File: src/rtl/tl_source_shrinker.sv
// Compacts a wide host TL source-ID space onto a few device source IDs using a
// live allocation table; D responses are mapped back through the table.
module tl_source_shrinker #(
  parameter int HostSourceWidth   = 8,
  parameter int DeviceSourceWidth = 2,
  parameter int SinkWidth         = 1,
  parameter int AddrWidth         = 56,
  parameter int DataWidth         = 64,
  parameter int MaxSize           = 6,
  parameter int SizeWidth         = 3
) (
  input  logic                         clk_i,
  input  logic                         rst_ni,

  input  logic                         host_a_valid,
  output logic                         host_a_ready,
  input  logic [2:0]                   host_a_opcode,
  input  logic [2:0]                   host_a_param,
  input  logic [SizeWidth-1:0]         host_a_size,
  input  logic [HostSourceWidth-1:0]   host_a_source,
  input  logic [AddrWidth-1:0]         host_a_address,
  input  logic [DataWidth/8-1:0]       host_a_mask,
  input  logic [DataWidth-1:0]         host_a_data,
  input  logic                         host_a_corrupt,

  output logic                         device_a_valid,
  input  logic                         device_a_ready,
  output logic [2:0]                   device_a_opcode,
  output logic [2:0]                   device_a_param,
  output logic [SizeWidth-1:0]         device_a_size,
  output logic [DeviceSourceWidth-1:0] device_a_source,
  output logic [AddrWidth-1:0]         device_a_address,
  output logic [DataWidth/8-1:0]       device_a_mask,
  output logic [DataWidth-1:0]         device_a_data,
  output logic                         device_a_corrupt,

  output logic                         host_b_valid,
  input  logic                         host_b_ready,
  input  logic                         device_b_valid,
  output logic                         device_b_ready,

  input  logic                         host_c_valid,
  output logic                         host_c_ready,
  output logic                         device_c_valid,
  input  logic                         device_c_ready,

  input  logic                         device_d_valid,
  output logic                         device_d_ready,
  input  logic [2:0]                   device_d_opcode,
  input  logic [1:0]                   device_d_param,
  input  logic [SizeWidth-1:0]         device_d_size,
  input  logic [DeviceSourceWidth-1:0] device_d_source,
  input  logic [SinkWidth-1:0]         device_d_sink,
  input  logic                         device_d_denied,
  input  logic [DataWidth-1:0]         device_d_data,
  input  logic                         device_d_corrupt,

  output logic                         host_d_valid,
  input  logic                         host_d_ready,
  output logic [2:0]                   host_d_opcode,
  output logic [1:0]                   host_d_param,
  output logic [SizeWidth-1:0]         host_d_size,
  output logic [HostSourceWidth-1:0]   host_d_source,
  output logic [SinkWidth-1:0]         host_d_sink,
  output logic                         host_d_denied,
  output logic [DataWidth-1:0]         host_d_data,
  output logic                         host_d_corrupt,

  input  logic                         host_e_valid,
  output logic                         host_e_ready,
  output logic                         device_e_valid,
  input  logic                         device_e_ready
);

  localparam int N       = 2 ** DeviceSourceWidth;
  localparam int BeatLog = $clog2(DataWidth / 8);
  localparam int CntW    = (MaxSize > BeatLog) ? (MaxSize - BeatLog) : 1;

  // Remaining beats after the first one; zero for single-beat sizes.
  function automatic logic [CntW-1:0] beats_m1(input logic [SizeWidth-1:0] size);
    logic [31:0] b;
    b = 32'd0;
    if (int'(size) > BeatLog) b = (32'd1 << (int'(size) - BeatLog)) - 32'd1;
    return b[CntW-1:0];
  endfunction

  logic [N-1:0]                 inflight, inflight_next;
  logic [HostSourceWidth-1:0]   host_src [N];
  logic                         a_locked;
  logic [DeviceSourceWidth-1:0] lock_idx;
  logic [CntW-1:0]              a_cnt, d_cnt;

  logic                         any_free;
  logic [DeviceSourceWidth-1:0] free_idx;
  logic                         a_allow, a_fire, a_multi;
  logic [CntW-1:0]              a_len, d_len;
  logic                         d_fire, d_first, d_last;
  logic                         unused_inputs;

  always_comb begin
    any_free = 1'b0;
    free_idx = '0;
    for (int i = N - 1; i >= 0; i--) begin
      if (!inflight[i]) begin
        any_free = 1'b1;
        free_idx = DeviceSourceWidth'(i);
      end
    end
  end

  assign a_allow = a_locked || any_free;
  assign a_len   = beats_m1(host_a_size);
  assign a_multi = (host_a_opcode <= 3'd3) && (a_len != '0);

  assign device_a_valid   = host_a_valid && a_allow;
  assign host_a_ready     = device_a_ready && a_allow;
  assign a_fire           = host_a_valid && host_a_ready;
  assign device_a_source  = a_locked ? lock_idx : free_idx;
  assign device_a_opcode  = host_a_opcode;
  assign device_a_param   = host_a_param;
  assign device_a_size    = host_a_size;
  assign device_a_address = host_a_address;
  assign device_a_mask    = host_a_mask;
  assign device_a_data    = host_a_data;
  assign device_a_corrupt = host_a_corrupt;

  assign host_d_valid   = device_d_valid;
  assign device_d_ready = host_d_ready;
  assign host_d_source  = host_src[device_d_source];
  assign host_d_opcode  = device_d_opcode;
  assign host_d_param   = device_d_param;
  assign host_d_size    = device_d_size;
  assign host_d_sink    = device_d_sink;
  assign host_d_denied  = device_d_denied;
  assign host_d_data    = device_d_data;
  assign host_d_corrupt = device_d_corrupt;

  assign d_fire  = device_d_valid && host_d_ready;
  assign d_len   = (device_d_opcode == 3'd1) ? beats_m1(device_d_size) : '0;
  assign d_first = (d_cnt == '0);
  assign d_last  = d_first ? (d_len == '0) : (d_cnt == CntW'(1));

  assign host_b_valid   = 1'b0;
  assign device_b_ready = 1'b1;
  assign device_c_valid = 1'b0;
  assign host_c_ready   = 1'b0;
  assign device_e_valid = 1'b0;
  assign host_e_ready   = 1'b0;
  assign unused_inputs  = ^{host_b_ready, device_b_valid, host_c_valid,
                            device_c_ready, host_e_valid, device_e_ready};

  // Free is applied after allocate so it wins on a (protocol-illegal) clash.
  always_comb begin
    inflight_next = inflight;
    if (a_fire && !a_locked) inflight_next[free_idx] = 1'b1;
    if (d_fire && d_last) inflight_next[device_d_source] = 1'b0;
  end

  always_ff @(posedge clk_i or negedge rst_ni) begin
    if (!rst_ni) begin
      inflight <= '0;
      a_locked <= 1'b0;
      lock_idx <= '0;
      a_cnt    <= '0;
      d_cnt    <= '0;
      for (int i = 0; i < N; i++) host_src[i] <= '0;
    end else begin
      inflight <= inflight_next;
      if (a_fire) begin
        if (a_locked) begin
          a_cnt <= a_cnt - CntW'(1);
          if (a_cnt == CntW'(1)) a_locked <= 1'b0;
        end else begin
          host_src[free_idx] <= host_a_source;
          if (a_multi) begin
            a_locked <= 1'b1;
            lock_idx <= free_idx;
            a_cnt    <= a_len;
          end
        end
      end
      if (d_fire) d_cnt <= d_first ? d_len : d_cnt - CntW'(1);
    end
  end

`ifndef SYNTHESIS
  a_d_same_index: assert property (@(posedge clk_i) disable iff (!rst_ni)
    !(a_fire && !a_locked && d_fire && d_last && (free_idx == device_d_source)));
  d_source_inflight: assert property (@(posedge clk_i) disable iff (!rst_ni)
    device_d_valid |-> inflight[device_d_source]);
  a_opcode_legal: assert property (@(posedge clk_i) disable iff (!rst_ni)
    host_a_valid |-> (host_a_opcode < 3'd5));
  a_size_legal: assert property (@(posedge clk_i) disable iff (!rst_ni)
    host_a_valid |-> (int'(host_a_size) <= MaxSize));
  a_stable_stalled: assert property (@(posedge clk_i) disable iff (!rst_ni)
    (host_a_valid && !host_a_ready) |=> $stable({host_a_opcode, host_a_param, host_a_size,
      host_a_source, host_a_address, host_a_mask, host_a_data, host_a_corrupt}));
`endif

endmodule

File: config.mk
export PLATFORM = sky130hd
export DESIGN_NAME = tl_source_shrinker
export DESIGN_NICKNAME = d
export VERILOG_FILES = /design/src/rtl/tl_source_shrinker.sv
export SDC_FILE = /design/constraint.sdc
export NUM_CORES = 1
export LEC_CHECK = 0
export CAP_MARGIN = 0
export CORE_AREA = 10 10 172 174
export CTS_BUF_LIST = sky130_fd_sc_hd__clkbuf_8
export DETAILED_ROUTE_END_ITERATION = 6
export DIE_AREA = 0 0 182 184
export PLACE_DENSITY_LB_ADDON = 0.05
export SETUP_SLACK_MARGIN = 0.05
export SYNTH_ARGS = -nofsm -noshare
export SYNTH_HDL_FRONTEND = slang
export SYNTH_SLANG_ARGS = --single-unit
File: constraint.sdc
create_clock -name clk_i -period 3.78 [get_ports clk_i]
set_clock_uncertainty 0.1 [all_clocks]
set_input_delay 0.756 -clock clk_i [delete_from_list [all_inputs] [get_ports clk_i]]
set_output_delay 0.756 -clock clk_i [all_outputs]
set_load 0.05 [all_outputs]
==> out/qor.yml <==
synth.distinct_cells: 42
cts_num_sinks: 45
critPathTopFamily: "buffers and inverters"
rrSetupSlack_ns: 1.79
initial_utilization: 0.160
yosysMostFrequentCell: "buf_4"
crit_fanout: 4
avgSynthCellArea_um2: 9.88
fp.dieH_um: 184
fmax_mhz: 306
postCtsSetupBuffers: 0
vias: 1984
cts_root_buf: "clkbuf_8"
grt_max_degree: 25
die_w_um: 182
slowest_delay_ns: 0.91
wl_met3_mm: 1.31
syn-instance-count: 421
worstPathRequired_ns: 2.92
cp-start-kind: "register"
clock_latency_ns: 0.33
critPathKind: "reg -> out"
antennaDiodeCount: 0
timing.final.crit_period_ns: 3.27
nNetsFinal: 505
drt_iter0_drc: 60
htreeDepth: 2
cts_buffers: 5
fin_ws_ns: 0.511
yosys-top-cells-count: "buf_4 (223), dfrtp_1 (45), mux2_2 (33)"
cp.depth: 5
die-area_um2: 33500
ys_seq_elements: 45
endpoint: "device_a_source[0]"
io_buffer_count: 49
cts_tree: "done"
drive_gt1_frac: 0.290
async_reset_ff_frac: 1.00
rows: 59
slew_headroom: 0.497
setup_viol: 0
yosysWarnings: 0
ios: 468
cp_num_buf_inv: 1
fin_util: 0.135
final_area_um2: 3490
cpMostUsedCell: "nand2_1"
synth_area_um2: 4160
synth_edf_count: 0
synth_top_flop_cell: "dfrtp_1"
wl_met2_mm: 5.33
coreArea_um2: 25900
ir_drop_uv: 212
clk_path_buf_depth: 2
highest_layer: "met4"
startpoint: "inflight[2]"
detailed_place_hpwl_mm: 8.37
synth_top_area_share: 0.403
tightest_slew_ns: 0.752
grt_usage: 0.0629
synthTopCellsByArea: "buf_4 (40%), dfrtp_1 (27%), mux2_2 (8.9%)"
slew_violations: 0
final_cells: 594
tns_ns: 0
grt_pass1_wl_mm: 15.6
crit_path_end_kind: "output pin"
area_growth_pct: -16.1
drv_cap: 0
cts-resized-gates: 0
gp_congestion: 0.648
critical-path-slowest-cell: "clkdlybuf4s50_1"
wl_per_cell_um: 18.4
dr.pass1.iters: 4
worstHoldPathType: "in -> async"
dp.cells: 586
r2r_start: "a_locked"
place_area_um2: 3390
period_share: 0.865
wl_met1_mm: 3.78
hold_viol_final: 0
place_ws_ns: 0.249
arrival_ns: 2.41
p_leak_uw: 0.00138
clk_pin_slew_worst_paths_ns: 0.11
grt_pass1_vias: 2186
yosysSeqAreaShare: 0.271
crit_chain: "nand2b_1 > nand2_1 > nand2_1 > o21ai_0 > clkdlybuf4s50_1"
power_density_nw_per_um2: 694
ant_nets: 0
outcome: "finished clean"
rsz0062_at_grt: "no"
antenna_found_initial: 0
vias_per_cell: 3.34
r2r_cells: 4
rr_endpoint: "host_src[1]"
drc: 0
cts_hold_buf: 0
synth_top_area_cell: "buf_4"
grt_overflow_total: 0
routed_wl_mm: 11.0
## worst reg2reg max path: stages (launching register included)
cell	delay, ns
dfrtp_1	0.61
nor2_4	0.32
nand3_4	0.17
nor2_8	0.31
mux2_2	0.38
## worst min-delay path by stage
stage                             from           end  cells after the start
after floorplan                 rst_ni      a_cnt[0]                      0
after global placement    host_src[14]  host_src[14]                      1
after detailed placement  host_src[13]  host_src[13]                      1
after CTS                       rst_ni  host_src[12]                      1
after global routing            rst_ni  host_src[12]                      1
final                           rst_ni  host_src[12]                      1
## flip-flops by register name, summed over array words and instances, names as in the netlist
name,count
lock_idx,2
d_cnt,3
inflight,4
a_cnt,3
a_locked,1
host_src,32
## per-layer routing
layer | up-vias | global-route usage
met5 | - | 0
met2 | 154 | 0.102
met3 | 80 | 0.0356
met1 | 928 | 0.0605
met4 | 0 | 0.0417
li1 | 822 | -
## final cells by class
type,instances,area [um2]
Sequential cell,45,1130
Tap cell,335,419
Clock inverter,2,13.8
Fill cell,2893,22400
Timing Repair Buffer,52,488
Clock buffer,6,82.6
Inverter,11,41.3
Multi-Input combinational cell,143,1320
## cell families (layout without fill, tap and decap cells)
group | Yosys count | count (layout) | share of synthesized area
AO/OA/AOI/OAI | 19 | 19 | 0.0292
XOR/XNOR | 2 | 2 | 0.00421
adder cells (fa/ha/maj) | 12 | 12 | 0.0361
buffers and inverters | 237 | 71 | 0.416
flip-flops | 45 | 45 | 0.271
multiplexers | 44 | 44 | 0.140
other | 2 | 6 | 0.00181
AND/OR/NAND/NOR | 60 | 60 | 0.102
## power breakdown
group	switching (uW)	internal [uW]
Clock	207	149
Sequential	184	708
Combinational	671	501
## per-stage QoR
stage	hold slack (ns)	total power (uW)
3_3_place_gp	0.388	2120
3_5_place_dp	0.392	2110
2_1_floorplan	0.360	2330
5_1_grt	0.355	2610
4_1_cts	0.330	2490
6_report	0.304	2420
## cell usage in the layout, fill, tap and decap left out, types with 7 or more instances in the layout
cell type,netlist,final
nand2_1,15,15
mux4_2,8,8
inv_1,11,11
dfrtp_1,45,45
buf_4,223,11
ha_1,12,12
nor3_1,7,7
nor2_1,8,8
mux2_2,33,33
clkdlybuf4s50_1,0,40
Note: power is estimated with default switching activity, not from simulation.
